[config.mk]
export PLATFORM = sky130hd
export DESIGN_NAME = l1a_bxn_capture
export DESIGN_NICKNAME = d
export VERILOG_FILES = /design/src/rtl/l1a_bxn_capture_pkg.sv /design/src/rtl/l1a_bxn_capture_sync_fwft_fifo.sv /design/src/rtl/l1a_bxn_capture.sv
export SDC_FILE = /design/constraint.sdc
export NUM_CORES = 1
export LEC_CHECK = 0
export CELL_PAD_IN_SITES_DETAIL_PLACEMENT = 1
export CELL_PAD_IN_SITES_GLOBAL_PLACEMENT = 1
export CORE_MARGIN = 2
export CORE_UTILIZATION = 45
export CTS_CLUSTER_SIZE = 16
export DETAILED_ROUTE_END_ITERATION = 6
export PLACE_DENSITY = 0.76
export REMOVE_ABC_BUFFERS = 1
export SLEW_MARGIN = 30
export SYNTH_ARGS = -nofsm -noshare
export SYNTH_HDL_FRONTEND = slang
export SYNTH_SLANG_ARGS = --single-unit
[constraint.sdc]
create_clock -name clk -period 5.4 [get_ports clk]
set_input_delay 1.08 -clock clk [delete_from_list [all_inputs] [get_ports clk]]
set_output_delay 1.08 -clock clk [all_outputs]
set_load 0.01 [all_outputs]
[src/rtl/l1a_bxn_capture_pkg.sv]
// rtl/l1a_bxn_capture_pkg.sv - shared widths, LHC orbit constants and event-stamp record
package l1a_bxn_capture_pkg;

    localparam int LHC_CYCLE_FULL  = 3564;
    localparam int LHC_CYCLE_SHORT = 924;

    localparam int DEF_L1A_CNT_W = 24;
    localparam int DEF_BXN_W     = 12;

    typedef struct packed {
        logic [DEF_L1A_CNT_W-1:0] l1a_num;
        logic [DEF_BXN_W-1:0]     bxn;
    } evt_stamp_t;

endpackage

[src/rtl/l1a_bxn_capture_sync_fwft_fifo.sv]
// rtl/l1a_bxn_capture_sync_fwft_fifo.sv - single-clock first-word-fall-through FIFO with flush
module sync_fwft_fifo #(
    parameter int DW = 36,
    parameter int AW = 4
) (
    input  logic          clk,
    input  logic          rst_n,
    input  logic          flush,
    input  logic          push,
    input  logic          pop,
    input  logic [DW-1:0] wdata,
    output logic [DW-1:0] rdata,
    output logic          empty,
    output logic          full,
    output logic [AW:0]   count
);

    localparam int DEPTH = 2 ** AW;

    logic [DW-1:0] mem [0:DEPTH-1];
    logic [AW:0]   wr_ptr;
    logic [AW:0]   rd_ptr;
    logic [AW:0]   rd_ptr_nxt;
    logic          pop_ok;
    logic          push_ok;

    assign count      = wr_ptr - rd_ptr;
    assign empty      = (count == '0);
    assign full       = (count == (AW+1)'(DEPTH));
    assign pop_ok     = pop && !empty;
    assign push_ok    = push && (!full || pop_ok);
    assign rd_ptr_nxt = rd_ptr + (AW+1)'(1);

    always_ff @(posedge clk) begin
        if (push_ok && !flush) begin
            mem[wr_ptr[AW-1:0]] <= wdata;
        end
    end

    // rdata is a registered copy of the head so it can hold its last value once drained
    always_ff @(posedge clk or negedge rst_n) begin
        if (!rst_n) begin
            wr_ptr <= '0;
            rd_ptr <= '0;
            rdata  <= '0;
        end else if (flush) begin
            wr_ptr <= '0;
            rd_ptr <= '0;
        end else begin
            if (push_ok) begin
                wr_ptr <= wr_ptr + (AW+1)'(1);
            end
            if (pop_ok) begin
                rd_ptr <= rd_ptr_nxt;
                if (count > (AW+1)'(1)) begin
                    rdata <= mem[rd_ptr_nxt[AW-1:0]];
                end else if (push_ok) begin
                    rdata <= wdata;
                end
            end else if (empty && push_ok) begin
                rdata <= wdata;
            end
        end
    end

endmodule

[src/rtl/l1a_bxn_capture.sv]
// rtl/l1a_bxn_capture.sv - stamps BXN and L1A event number into a FWFT FIFO on each accepted L1A
module l1a_bxn_capture
    import l1a_bxn_capture_pkg::*;
#(
    parameter int L1A_CNT_W = DEF_L1A_CNT_W,
    parameter int BXN_W     = DEF_BXN_W,
    parameter int FIFO_AW   = 4,
    parameter int OVF_CNT_W = 8
) (
    input  logic                       clk,
    input  logic                       hard_rst,
    input  logic                       l1a,
    input  logic [BXN_W-1:0]           bxn_counter,
    input  logic                       l1a_cnt_reset,
    input  logic                       fmm_trig_stop,
    input  logic                       rd_en,
    output logic [L1A_CNT_W+BXN_W-1:0] rd_data,
    output logic                       empty,
    output logic                       full,
    output logic [FIFO_AW:0]           entry_cnt,
    output logic [L1A_CNT_W-1:0]       l1a_cnt,
    output logic                       overflow,
    output logic [OVF_CNT_W-1:0]       ovf_cnt
);

    logic acc;
    logic drop;

    assign acc  = l1a && !fmm_trig_stop && !l1a_cnt_reset;
    // full implies non-empty, so a same-cycle rd_en always frees a slot
    assign drop = acc && full && !rd_en;

    always_ff @(posedge clk or negedge hard_rst) begin
        if (!hard_rst) begin
            l1a_cnt  <= '0;
            overflow <= 1'b0;
            ovf_cnt  <= '0;
        end else if (l1a_cnt_reset) begin
            l1a_cnt  <= '0;
            overflow <= 1'b0;
            ovf_cnt  <= '0;
        end else begin
            if (acc) begin
                l1a_cnt <= l1a_cnt + L1A_CNT_W'(1);
            end
            if (drop) begin
                overflow <= 1'b1;
                if (ovf_cnt != '1) begin
                    ovf_cnt <= ovf_cnt + OVF_CNT_W'(1);
                end
            end
        end
    end

    sync_fwft_fifo #(
        .DW (L1A_CNT_W + BXN_W),
        .AW (FIFO_AW)
    ) u_fifo (
        .clk   (clk),
        .rst_n (hard_rst),
        .flush (l1a_cnt_reset),
        .push  (acc),
        .pop   (rd_en),
        .wdata ({l1a_cnt, bxn_counter}),
        .rdata (rd_data),
        .empty (empty),
        .full  (full),
        .count (entry_cnt)
    );

endmodule

[Word-level counts from Yosys, hierarchy flattened]
Memory sizes are Yosys's and may differ from the RTL's.
Cells that the tools add are included.
Cells by class
  $lt $le $gt $ge: 1
  reductions and logical operators: 23
  $add $sub $neg: 5
  equal/unequal tests: 3
  mux-type cells: 17
  bitwise gates (word level): 1
Operators with widths (number)
  2-to-1 mux 36 bit: 4
  2-to-1 mux 24 bit: 2
  adder 24 x 1 -> 24 bit, second input constant: 1
  2-to-1 mux 8 bit: 3
  2-to-1 mux 5 bit: 4
  nonzero test 2 bit: 6
  adder 5 x 1 -> 5 bit, second input constant: 2
  adder 8 x 1 -> 8 bit, second input constant: 1
  logical AND 1 bit: 8
  != test 8 bit, second input constant: 1
  equality test 5 bit, second input constant: 1
  > comparator 5 x 1 -> 1 bit, second input constant: 1
  zero test 1 bit: 5
  zero test 5 bit: 1
  subtractor 5 bit: 1
  2-to-1 mux 1 bit: 4
  != test 3 bit, second input constant: 1
  AND reduction 3 bit: 1
  AND reduction 2 bit: 1
  logical OR 1 bit: 1
  NOT 1 bit: 1
Word-level totals
  memories: 1
  output and inout bits: 76
  bits in writable memories: 576
  flip-flop bits (word level): 79
Memory list
  u_fifo.mem: words 16, width 36, rd ports 1, clocked after Yosys merged registers in 0, wr ports 1, line l1a_bxn_capture_sync_fwft_fifo.sv:20  | logic [DW-1:0] mem [0:DEPTH-1];

[Depth between registers and ports, before layout]
  depth in word-level cells: 9
  mapped depth: 12
  mapped depth without buffers: 12

[Modules after synthesis]
From an unflattened synthesis, not the netlist that was laid out.
Second synthesis, totals
  cell total of the unflattened synthesis: 1194
  area total of the unflattened synthesis: 26223.9 µm²
Modules (own cells, without submodules)
  sync_fwft_fifo: cells each 1020, area each 24513.5 µm², instances 1
  l1a_bxn_capture: cells each 174, area each 1710.4 µm², instances 1

[Worst setup path after synthesis]
Ideal clock, no wire load.
  kind: reg2reg
  from: register u_fifo.wr_ptr[0]
  to: memory u_fifo.mem[0][0], enable pin
  buffers on the path: 0
  arrival time: 4.479 ns
  period minus slack after synthesis: 4.952 ns
  slack: 0.448 ns
  cell stages (with the launch flop): 13
  setup time: 0.474 ns
  cells stage by stage: dfrtp_1 -> inv_1 -> ha_1 -> inv_1 -> fa_1 -> xnor2_1 -> inv_2 -> nor3_4 -> o2111ai_4 -> inv_2 -> nand2_1 -> nand3_1 -> nor3_1
On the way
  elaborated cells between the ends (all ways): 11
RTL lines
  start: declaration: line l1a_bxn_capture_sync_fwft_fifo.sv:21  | logic [AW:0] wr_ptr;
  start signal: assignment: line l1a_bxn_capture_sync_fwft_fifo.sv:51  | wr_ptr <= wr_ptr + (AW+1)'(1);
  subtractor 5 bit: line l1a_bxn_capture_sync_fwft_fifo.sv:27  | assign count = wr_ptr - rd_ptr;
  net entry_cnt[2]: line l1a_bxn_capture.sv:20  | output logic [FIFO_AW:0] entry_cnt,
  equality test 5 bit: line l1a_bxn_capture_sync_fwft_fifo.sv:29  | assign full = (count == (AW+1)'(DEPTH));
  net full: line l1a_bxn_capture.sv:19  | output logic full,
  zero test 1 bit: line l1a_bxn_capture_sync_fwft_fifo.sv:31  | assign push_ok = push && (!full || pop_ok);
  logical OR 1 bit: line l1a_bxn_capture_sync_fwft_fifo.sv:31
  logical AND 1 bit: line l1a_bxn_capture_sync_fwft_fifo.sv:31
  logical AND 1 bit: line l1a_bxn_capture_sync_fwft_fifo.sv:35  | if (push_ok && !flush) begin
  2-to-1 mux 1 bit: line l1a_bxn_capture_sync_fwft_fifo.sv:35
  2-to-1 mux 1 bit (implied by the code): line l1a_bxn_capture_sync_fwft_fifo.sv:36  | mem[wr_ptr[AW-1:0]] <= wdata;
  end: declaration: line l1a_bxn_capture_sync_fwft_fifo.sv:20
The timed path passes the listed nets, and every way through them passes these cells.

[Final worst setup path]
  from: register u_fifo.wr_ptr[0]
  to: output full
On the way
  longest elaborated chain between the ends: 2
RTL lines (line)
  subtractor 5 bit: l1a_bxn_capture_sync_fwft_fifo.sv:27
  equality test 5 bit: l1a_bxn_capture_sync_fwft_fifo.sv:29
  end: declaration: l1a_bxn_capture.sv:19
Every way passes these cells.

==> reports/qor.log <==
INFO  run_status     status=complete, no violations
INFO  grt            maximum_number_of_pins_on_one_net_before_global_route_repair=100
INFO  worst_setup_path cp_slowest_stage_delay=0.55ns
INFO  grt            global_route.usage.met3=0.0415
INFO  timing         period_needed=4.49ns
INFO  logic_synthesis ys_seq_elements=655
INFO  grt            busiest_layer=met2
INFO  drt            drc_errors=0
INFO  finish         filler_cell_count=5022
INFO  clocking       cts_tree=built
INFO  power          power-per-cell-area=461mW/mm²
INFO  timing         share_of_the_clock_period_used_by_the_worst_path_after_layout=0.831
INFO  timing         achievable-frequency=223MHz
INFO  worst_setup_path cp_data_required_time=4.32ns
INFO  die            core_area=0.0566mm²
INFO  power          fin_total_pwr=13900µW
INFO  finish         highest_count_cells_in_the_layout_ignoring_fill_and_taps=edfxtp_1, mux4_2, clkdlybuf4s50_1
INFO  drt            drt_wl_total=61000µm
INFO  die            boundaryPins=94
INFO  die            die_x=244µm
INFO  logic_synthesis synth.distinct_cells=48
INFO  clocking       setup_fix_buffers_added_after_clock_tree_synthesis=0
INFO  min_path       hold_path_class=flop to flop
INFO  worst_setup_path crit_slowest_cell=clkdlybuf4s50_1
INFO  die            fp-row-count=87
INFO  timing         setup_repair_after_global_routing_missed_its_margin=false
INFO  timing         fin_setup_tns=0ns
INFO  run            drv_cap=0
INFO  clocking       cts-hold-fix-buffers=0
INFO  grt            wire_length_of_the_first_global_routing_pass=91900µm
INFO  drt            wl_per_cell=27.7µm
INFO  grt            globalRouteOverflowTotal=0
INFO  place          placed_area=0.0279mm²
INFO  drt            drt.antenna.violating_nets=0
INFO  logic_synthesis synth_seq_area_share=0.746
INFO  power          vdd_drop_max=387µV
INFO  grt            vias_in_the_first_global_route=13700
INFO  die            fp.dieH=244µm
INFO  timing         final-setup-viol-count=0
INFO  worst_setup_path type_of_origin_of_the_critical_path=flop
INFO  grt            global_route.usage.met1=0.302
INFO  clocking       cts_inserted_buffers=68
INFO  clocking       clk_pin_slew_worst_paths=0.06ns
INFO  finish         post-route-util=0.533
INFO  timing         drv_slew=0
INFO  clocking       htree_num_levels=3
INFO  drt            avgViaCountPerCell=5.80
INFO  clocking       clock_latency=0.59ns
INFO  finish         commonest_non_fill_non_tap_cell_in_the_layout=edfxtp_1
INFO  die            floorplan.initialDensity=0.456
INFO  worst_setup_path timing.critical_path.cells=inv_1 > ha_1 > inv_1 > fa_1 > xnor2_1 > inv_2 > nor3_4 > o2111ai_4 > inv_2 > clkdlybuf4s50_1
INFO  clocking       cts_root_buffer_type=clkbuf_16
INFO  worst_setup_path critical_path.endpoint_type=primary output
INFO  finish         fraction_of_layout_instances_using_a_drive_strength_above_1=0.250
INFO  clocking       numClockSinks=655
INFO  logic_synthesis average_cell_area_after_synthesis=20.9µm²
INFO  place          hpwlAfterDp=37100µm
INFO  finish         final_nets=1418
INFO  power          cellLeakagePower=0.0105µW
INFO  worst_setup_path worstPathMaxFanout=6
INFO  worst_setup_path cp.arrival=3.41ns
INFO  finish         area_delta_synth_final=16.7%
INFO  drt            first_iter_violations=1144
INFO  place          place.gp.congestion=0.783
INFO  die            dieArea=0.0593mm²
INFO  place          detailedPlace.worstSlack=1.28ns
INFO  timing         timing_worst_slew_pin_value=0.939ns
INFO  grt            global_route.usage.met2=0.335
INFO  timing         final-hold-violation-count=0
INFO  clocking       postCtsResizedCells=0
INFO  grt            grt.total_usage=0.211
INFO  logic_synthesis mappedNetlistArea=0.0258mm²
INFO  drt            drt_pre_antenna_iters=5
INFO  logic_synthesis yosysWarningCount=0
INFO  place          io_buffers=93
INFO  grt            antenna_found_initial=0
INFO  timing         max_slew_margin=0.374
INFO  timing         finalWorstSetupSlack=0.911ns
INFO  logic_synthesis synthCells=1237
INFO  finish         design_area=0.0302mm²
INFO  worst_setup_path critPathKind=flop to primary output
INFO  clocking       cts-root-to-sink-buffers=3
INFO  drt            dr_total_vias=12800
INFO  timing         timing.clock.skew=0.0182ns
## final cells by class
cell class / count / area (µm²) / area share
antenna: 1 / 2.50 / 0.0000830
clock buffer: 89 / 1850 / 0.0614
clock inverter: 36 / 365 / 0.0121
inverter: 17 / 63.8 / 0.00212
multi-input combinational: 507 / 6340 / 0.210
sequential: 655 / 19300 / 0.639
tap: 756 / 946 / 0.0314
timing repair buffer: 139 / 1310 / 0.0434
## cell usage after synthesis (all sizes together)
library cell | instances | area, µm²
a211oi | 1 | 12.5
a21boi | 2 | 15.0
a21o | 2 | 15.0
a21oi | 47 | 239
a22oi | 1 | 12.5
a31o | 1 | 8.76
a31oi | 1 | 6.26
and3 | 9 | 56.3
and3b | 2 | 17.5
and4 | 2 | 17.5
and4b | 1 | 10.0
buf | 37 | 225
clkbuf | 21 | 78.8
dfrtp | 79 | 1980
edfxtp | 576 | 17300
fa | 1 | 20.0
ha | 11 | 138
inv | 17 | 63.8
mux2 | 3 | 33.8
mux2i | 38 | 380
mux4 | 180 | 4050
nand2 | 13 | 48.8
nand2b | 5 | 31.3
nand3 | 20 | 100
nand3b | 1 | 7.51
nand4 | 10 | 62.6
nor2 | 94 | 353
nor2b | 7 | 43.8
nor3 | 7 | 62.6
nor4 | 3 | 25.0
nor4b | 1 | 15.0
o2111ai | 2 | 35.0
o21ai | 2 | 10.0
o221ai | 1 | 15.0
or3 | 3 | 18.8
xnor2 | 18 | 165
xor2 | 18 | 165
## per-layer routing
| layer | vias to the layer above | part of all wire | wire length (µm) |
|---|---|---|---|
| met5 | - | 0 | 0 |
| met4 | 0 | 0.019 | 1170 |
| met3 | 73 | 0.071 | 4340 |
| met2 | 516 | 0.48 | 29500 |
| met1 | 6804 | 0.43 | 26000 |
| li1 | 5366 | - | - |
## through the flow
step           std cells  hold WS [ns]
2_1_floorplan       1179         0.516
3_3_place_gp        2074         0.473
3_5_place_dp        2074         0.469
4_1_cts             2199         0.480
5_1_grt             2199         0.492
6_report            2200         0.475
## kinds of logic (layout without fill, tap and decap cells)
kind of cell / Yosys count / after routing / synth area share
AOI/OAI and AO/OA: 60 / 60 / 0.0143
DFF: 655 / 655 / 0.746
buffers and inverters: 75 / 281 / 0.0142
other: 0 / 1 / 0
adders and majority gates: 12 / 12 / 0.00610
and+or+nand+nor: 178 / 178 / 0.0337
xor gates and xnor gates: 36 / 36 / 0.0128
muxes: 221 / 221 / 0.173
## path summary, 6_finish.rpt
check | start | end | slack, ns | depth (start not counted)
min | l1a_cnt[15]$_DFFE_PN0P_ | u_fifo.mem[3][27]$_DFFE_PP_ | 0.48 | 0
min in group asynchronous | hard_rst | ovf_cnt[5]$_DFFE_PN0P_ | 0.50 | 1
min reg2reg | l1a_cnt[15]$_DFFE_PN0P_ | u_fifo.mem[3][27]$_DFFE_PP_ | 0.48 | 0
max in group asynchronous | hard_rst | u_fifo.rdata[4]$_DFFE_PN0P_ | 3.82 | 2
max | u_fifo.wr_ptr[0]$_DFFE_PN0P_ | full | 0.91 | 10
max reg2reg | u_fifo.wr_ptr[3]$_DFFE_PN0P_ | u_fifo.mem[4][23]$_DFFE_PP_ | 1.38 | 9
## sequential cells by signal, summed over array words and instances (netlist names)
register,flops
u_fifo.mem,576
u_fifo.rdata,36
l1a_cnt,24
ovf_cnt,8
u_fifo.rd_ptr,5
u_fifo.wr_ptr,5
overflow,1
## critical path: cells and delay by family (launching register included)
kind	cells	cell delay, ns
flops	1	0.44
simple gates	1	0.20
compound gates	1	0.23
buf+inv	5	1.01
xor+xnor	1	0.33
fa+ha+maj	2	0.61
## report_power, final
group,switching (µW),total [µW],internal [µW]
logic,1840,3500,1660
clock network,1910,4640,2730
registers,104,5760,5660
total,3860,13900,10000
No activity file was read; power rests on OpenSTA's default activity.
